===== src/rtl/serial_subtractor_pkg.sv =====
// Shared types and constants for the bit-serial subtractor.
package serial_subtractor_pkg;
   localparam int DEFAULT_N = 4;

   typedef enum logic [1:0] {
      IDLE  = 2'd0,
      SHIFT = 2'd1,
      DONE  = 2'd2
   } state_e;
endpackage


===== src/rtl/serial_subtractor_if.sv =====
// Request/result bundle between a requester (master) and the subtractor (slave).
// start is sampled on each rising clk edge; A/B are captured only on the edge that accepts start.
interface serial_subtractor_if
   import serial_subtractor_pkg::*;
#(
   parameter int N = DEFAULT_N
) ();
   logic         start;
   logic [N-1:0] A;
   logic [N-1:0] B;
   logic         busy;
   logic         done;
   logic [N-1:0] D;
   logic         Bo;

   modport master (
      output start, A, B,
      input  busy, done, D, Bo
   );

   modport slave (
      input  start, A, B,
      output busy, done, D, Bo
   );
endinterface


===== src/rtl/serial_subtractor_full_subtractor.sv =====
// One-bit full subtractor: d = a - b - bin, with borrow out.
module full_subtractor (
   input  logic a,
   input  logic b,
   input  logic bin,
   output logic d,
   output logic bout
);
   assign d    = a ^ b ^ bin;
   assign bout = (~a & b) | (~(a ^ b) & bin);
endmodule


===== src/rtl/serial_subtractor.sv =====
// Bit-serial subtractor: processes one bit pair per clock, LSB first, and
// publishes (A - B) mod 2^N plus the final borrow after N shift cycles.
module serial_subtractor
   import serial_subtractor_pkg::*;
#(
   parameter int N = DEFAULT_N
) (
   input  logic                 clk,
   input  logic                 rst,
   serial_subtractor_if.slave   sub_if,
   output state_e               state_o
);
   localparam int CW = (N > 1) ? $clog2(N) : 1;
   localparam logic [CW-1:0] LAST = CW'(N - 1);

   state_e        state_q;
   logic [CW-1:0] cnt_q;
   logic [N-1:0]  a_q, b_q, r_q, d_q;
   logic          bor_q, bo_q, busy_q, done_q;

   logic          diff_bit, bout_bit;
   logic [N-1:0]  r_d;

   full_subtractor u_fs (
      .a    (a_q[0]),
      .b    (b_q[0]),
      .bin  (bor_q),
      .d    (diff_bit),
      .bout (bout_bit)
   );

   // Difference bits enter at the MSB so after N shifts bit 0 sits at the LSB.
   assign r_d = {diff_bit, r_q[N-1:1]};

   always_ff @(posedge clk or posedge rst) begin
      if (rst) begin
         state_q <= IDLE;
         cnt_q   <= '0;
         a_q     <= '0;
         b_q     <= '0;
         r_q     <= '0;
         d_q     <= '0;
         bor_q   <= 1'b0;
         bo_q    <= 1'b0;
         busy_q  <= 1'b0;
         done_q  <= 1'b0;
      end else begin
         done_q <= 1'b0;
         case (state_q)
            IDLE, DONE: begin
               if (sub_if.start) begin
                  a_q     <= sub_if.A;
                  b_q     <= sub_if.B;
                  bor_q   <= 1'b0;
                  cnt_q   <= '0;
                  busy_q  <= 1'b1;
                  state_q <= SHIFT;
               end else begin
                  busy_q  <= 1'b0;
                  state_q <= IDLE;
               end
            end
            SHIFT: begin
               a_q   <= a_q >> 1;
               b_q   <= b_q >> 1;
               r_q   <= r_d;
               bor_q <= bout_bit;
               if (cnt_q == LAST) begin
                  d_q     <= r_d;
                  bo_q    <= bout_bit;
                  done_q  <= 1'b1;
                  busy_q  <= 1'b0;
                  cnt_q   <= '0;
                  state_q <= DONE;
               end else begin
                  cnt_q <= cnt_q + 1'b1;
               end
            end
            default: begin
               busy_q  <= 1'b0;
               state_q <= IDLE;
            end
         endcase
      end
   end

   assign sub_if.busy = busy_q;
   assign sub_if.done = done_q;
   assign sub_if.D    = d_q;
   assign sub_if.Bo   = bo_q;
   assign state_o     = state_q;
endmodule


===== src/flat_wrapper.sv =====
// flat-port wrapper written by rule: the top's interface ports become plain ports
module serial_subtractor_flat import serial_subtractor_pkg::*;
#(
   parameter int N = DEFAULT_N
)
  (clk, rst, state_o, sub_if_start, sub_if_A, sub_if_B, sub_if_busy, sub_if_done, sub_if_D, sub_if_Bo);
  serial_subtractor_if #(.N(N)) sub_if_i ();
  input  logic clk;
  input  logic rst;
  output state_e state_o;
  input wire logic [$bits(sub_if_i.start)-1:0] sub_if_start;
  input wire logic [$bits(sub_if_i.A)-1:0] sub_if_A;
  input wire logic [$bits(sub_if_i.B)-1:0] sub_if_B;
  output wire logic [$bits(sub_if_i.busy)-1:0] sub_if_busy;
  output wire logic [$bits(sub_if_i.done)-1:0] sub_if_done;
  output wire logic [$bits(sub_if_i.D)-1:0] sub_if_D;
  output wire logic [$bits(sub_if_i.Bo)-1:0] sub_if_Bo;
  assign sub_if_i.start = sub_if_start;
  assign sub_if_i.A = sub_if_A;
  assign sub_if_i.B = sub_if_B;
  assign sub_if_busy = sub_if_i.busy;
  assign sub_if_done = sub_if_i.done;
  assign sub_if_D = sub_if_i.D;
  assign sub_if_Bo = sub_if_i.Bo;
  serial_subtractor #(.N(N)) u_core (.clk(clk), .rst(rst), .sub_if(sub_if_i), .state_o(state_o));
endmodule

===== config.mk =====
export PLATFORM = sky130hd
export DESIGN_NAME = serial_subtractor_flat
export DESIGN_NICKNAME = d
export VERILOG_FILES = /design/src/rtl/serial_subtractor_pkg.sv /design/src/rtl/serial_subtractor_if.sv /design/src/rtl/serial_subtractor_full_subtractor.sv /design/src/rtl/serial_subtractor.sv /design/src/flat_wrapper.sv
export SDC_FILE = /design/constraint.sdc
export NUM_CORES = 1
export LEC_CHECK = 0
export CORE_MARGIN = 2
export CORE_UTILIZATION = 45
export DETAILED_ROUTE_END_ITERATION = 12
export PLACE_DENSITY_LB_ADDON = 0.25
export SETUP_SLACK_MARGIN = 0.2
export SYNTH_ARGS = -nofsm -noshare
export SYNTH_HDL_FRONTEND = slang
export SYNTH_HIERARCHICAL = 1
export SYNTH_SLANG_ARGS = --single-unit

===== constraint.sdc =====
create_clock -name clk -period 2.7 [get_ports clk]
set_input_delay 0.675 -clock clk [delete_from_list [all_inputs] [get_ports clk]]
set_output_delay 0.675 -clock clk [all_outputs]
set_load 0.02 [all_outputs]

## Yosys cells after proc, flatten, opt, wreduce, memory -nomap -nowiden

Index checks and enable logic that the tools add are counted.

| word-level totals | value |
|---|---|
| bits in read-only memories | 0 |
| bits of input ports | 11 |
| register bits | 24 |
| memories | 0 |
| memory bits (writable) | 0 |
| bits in latches | 0 |
| output and inout bits | 9 |
| word-level logic and storage cells | 45 |

| cells by class | value |
|---|---|
| multiplexer cells | 17 |
| shift-type cells | 0 |
| bitwise logic cells | 7 |
| divide/modulo/power cells | 0 |
| add/subtract/negate cells | 1 |
| order comparisons | 0 |
| eq/ne operators | 5 |
| multiply operators | 0 |
| reduce and logical (&&, ||, !) cells | 5 |

Operators by type and width:

| kind | number |
|---|---|
| case mux 4 bit (2 select lines) | 2 |
| two-way mux 4 bit | 2 |
| case mux 2 bit (2 select lines) | 2 |
| two-way mux 1 bit | 6 |
| two-way mux 2 bit | 3 |
| equality test 2 bit, second input constant | 2 |
| case mux 1 bit (2 select lines) | 2 |
| AND reduction 2 bit | 2 |
| adder 2 x 1 -> 2 bit, second input constant | 1 |
| bitwise AND 1 bit | 2 |
| equality test 2 x 1 -> 1 bit, second input constant | 1 |
| zero test 2 bit | 1 |
| inequality test 2 x 1 -> 1 bit, second input constant | 1 |
| inequality test 2 bit, second input constant | 1 |
| NOT 1 bit | 2 |
| nonzero test 2 bit | 1 |
| OR reduction 2 bit | 1 |
| XOR 1 bit | 2 |
| bitwise OR 1 bit | 1 |

## Longest topological paths before layout

| depth | value |
|---|---|
| word-level depth | 5 |
| depth in mapped cells | 5 |

## Hierarchy

The synthesis kept the hierarchy.

By module, submodules not included:

| module | seq. area each (µm²) | cells each | area each (µm²) | times used |
|---|---|---|---|---|
| serial_subtractor | 575.6 | 85 | 985.9 | 1 |
| full_subtractor | 0.0 | 4 | 31.3 | 1 |

## Worst setup path after synthesis

No wires, ideal clock.

| path | value |
|---|---|
| path kind | register -> register |
| start point | reg u_core.state_q[1], in the netlist u_core/state_o[1] |
| end point | reg u_core.bo_q, in the netlist u_core/sub_if.Bo |
| library setup time | 0.125 ns |
| buffers on the path | 2 |
| required time | 2.575 ns |
| period minus slack after synthesis | 1.390 ns |
| data arrival time | 1.265 ns |
| slack | 1.310 ns |
| cell stages (with the launch flop) | 6 |
| cells stage by stage | dfrtp_1 > buf_4 > nor2b_2 > and2_4 > buf_6 > mux2_4 |

| between the ends | value |
|---|---|
| word-level cells in the longest chain between the ends | 2 |

Ends and longest elaborated chain:

| element | line | RTL |
|---|---|---|
| start: declaration | serial_subtractor.sv:16 | `state_e state_q;` |
| start signal: assignment | serial_subtractor.sv:37 | `state_q <= IDLE;` |
| start signal: assignment | serial_subtractor.sv:57 | `state_q <= SHIFT;` |
| start signal: assignment | serial_subtractor.sv:60 | `state_q <= IDLE;` |
| equality test 2 x 1 -> 1 bit | serial_subtractor.sv:49 | `case (state_q)` |
| AND reduction 2 bit (no source line) | -- |  |
| end signal: assignment | serial_subtractor.sv:70 | `bo_q <= bout_bit;` |
| end: declaration | serial_subtractor.sv:19 | `logic bor_q, bo_q, busy_q, done_q;` |

No other way between the ends.
A chain may end at the register's enable or synchronous reset.

## Worst setup path after layout

| path | value |
|---|---|
| start point | reg u_core.state_q[0], in the netlist u_core/state_o[0] |
| end point | out state_o[0] |

RTL lines:

| element | line | RTL |
|---|---|---|
| end: declaration | flat_wrapper.sv:10 | `output state_e state_o;` |

No word-level cell between the ends.

==> metrics <==
ANT cells=0; P_leak=0.570 nW; io pins=20; Req. time, crit path=2.03 ns; outcome=finished clean; Final period util=82.1%; nets=122; root buf cell=clkbuf_4; Reg area=576 sq um; initial core utilization=46.9%; relative slew slack=73.6%; worst path arrival time=1.54 ns; total setup buffers inserted after CTS=0; worst hold slack=0.489 ns; VDD IR max=672 uV; worst path bufs/invs=1; worst-path cell chain=clkdlybuf4s50_1; gr ovfl total=0; syn_nets=102; Die Ht=51.5 um; PD cells=1180 nW/um^2; remaining antenna violation count=0; DR WL/cell=12.0 um; Period minus WS final=2.22 ns; slowest cell delay on critical path=0.67 ns; total count of hold-check failures in the final report=0; layout overhead on the synthesized area=22.3%; Pre-Repair DR Iteration Count=4; Final setup viols=0; Synth Area per Inst=11.4 sq um; final std cells w/o fill=136; clock sinks=23; largest net degree at the start of global routing=24; TritonCTS clock tree=built; clk_lat worst skew=0.30 ns; setup TNS=0 ns; Clk pin slew, worst setup/hold paths=0.12 ns; row cnt=17; Total Power=0.00146 W; worst min path class=register to register; commonest cells after routing, fill and taps aside=dfrtp_1 (23), clkdlybuf4s50_1 (19), nand2_1 (12), nor2_1 (7), mux2_4 (5); placer congestion estimate=0.759; CP top delay family=buffers and inverters; sequential area share after synthesis=56.6%; all-layer global routing usage=13.9%; placed insts=132; CP max-delay cell=clkdlybuf4s50_1; die width=51.5 um; vias per cell=5.14; fill count=206; initial antenna violation count=0; critical path launch point type=register; Multi-input gate area=385 sq um; Clock H-tree levels=1; count of different cell masters after synthesis=24; Port-buffer cells=19; Synth Register Bits=23; final clock skew=0.00449 ns; vias post-DR=699; hold_buf cts=0; maxcap violations=0; Post-Syn Area=1020 sq um; Max Slew Vio Count=0; Core Util, Final=57.3%; kind of critical path=register to primary output; Syn. warnings=6; Cells after Synth=89; DR DRC count=0; RSZ-0062 raised after global routing=no; clock buffer depth=2; post-cts resize count=0; worst slew pin tran=0.394 ns; TritonCTS Buffers=3; vias in the first global route=659; core area=2170 sq um; worst-path fanout max=13; most common cell after layout, fill and taps aside=dfrtp_1; die area=2660 sq um; share of cells above drive strength 1=13.0%; first-pass GRT wire length=2.73 mm; fmax=451 MHz; Worst Setup End Kind=primary output; initial DRC count=7; hpwl dp=1.22 mm; Routed WL=1.63 mm
-- cells by family after synthesis --
| kind of cell | share of synthesized area (%) |
|---|---|
| AOI/OAI and AO/OA | 8.85 |
| adders and majority gates | 3.20 |
| buffers and inverters | 5.53 |
| DFF | 56.6 |
| muxes | 10.5 |
| and+or+nand+nor | 15.4 |
-- cells in the mapped netlist --
library cell	count	area (sq um)
a211oi_1	2	15.0
a21oi_1	2	10.0
a22o_1	4	35.0
and2_1	1	6.26
and2_4	1	8.76
buf_2	3	15.0
buf_4	2	15.0
buf_6	1	11.3
dfrtp_1	23	576
fa_1	1	20.0
ha_1	1	12.5
inv_1	4	15.0
mux2_2	1	11.3
mux2_4	5	75.1
mux2i_1	2	20.0
nand2_1	12	45.0
nand2b_1	2	12.5
nand3_1	2	10.0
nor2_1	7	26.3
nor2b_1	3	18.8
nor2b_2	1	8.76
nor3_1	4	20.0
o21ai_0	1	5.00
o22ai_1	4	25.0
-- final cells by class --
class,instances,share of cell area [%]
clock buffer,3,1.81
clock inverter,1,0.402
inverter,4,1.21
multi-input combinational,56,31.0
sequential,23,46.3
tap,28,2.82
timing repair buffer,21,16.5
-- state kept, by name (all words and copies together), names as in the netlist --
signal and cells:
u_core/b_q 4, u_core/sub_if.Bo 1, u_core/r_q 3, u_core/sub_if.done 1
u_core/cnt_q 2, u_core/sub_if.busy 1, u_core/bor_q 1, u_core/a_q 4
u_core/state_o 2, u_core/sub_if.D 4
-- metal layers --
| layer | up-vias | wire, um | track usage (%) |
|---|---|---|---|
| met5 | - | 0 | 0 |
| met4 | 0 | 0 | 5.26 |
| met3 | 0 | 66 | 2.59 |
| met2 | 12 | 779 | 23.3 |
| met1 | 345 | 784 | 17.8 |
| li1 | 342 | - | - |
-- per-stage QoR --
stage / cell area (sq um) / worst slack [ns]
detailed placement: 1220 / 0.712
global route: 1240 / 0.382
floorplan: 1020 / 1.31
global placement: 1220 / 0.761
CTS: 1240 / 0.462
finish: 1240 / 0.482
-- path summary, 6_finish.rpt --
| kind | from | to | slack, ns | depth (start not counted) |
|---|---|---|---|---|
| worst max-delay path | u_core/state_o[0] | state_o[0] | 0.48 | 1 |
| worst min-delay path | u_core/r_q[1] | u_core/r_q[1] | 0.49 | 2 |
| worst max register to register | u_core/state_o[0] | u_core/sub_if.D[3] | 0.99 | 3 |
| worst min register to register | u_core/r_q[1] | u_core/r_q[1] | 0.49 | 2 |
| max in group asynchronous | rst | u_core/a_q[0] | 1.78 | 3 |
| min in group asynchronous | rst | u_core/sub_if.D[1] | 0.69 | 3 |
-- report_power, final --
group	internal, W	switching, W
clock	0.0000551	0.0000987
combinational	0.000357	0.000325
sequential	0.000505	0.000124
total	0.000917	0.000548
No activity file was read; power rests on OpenSTA's default activity.
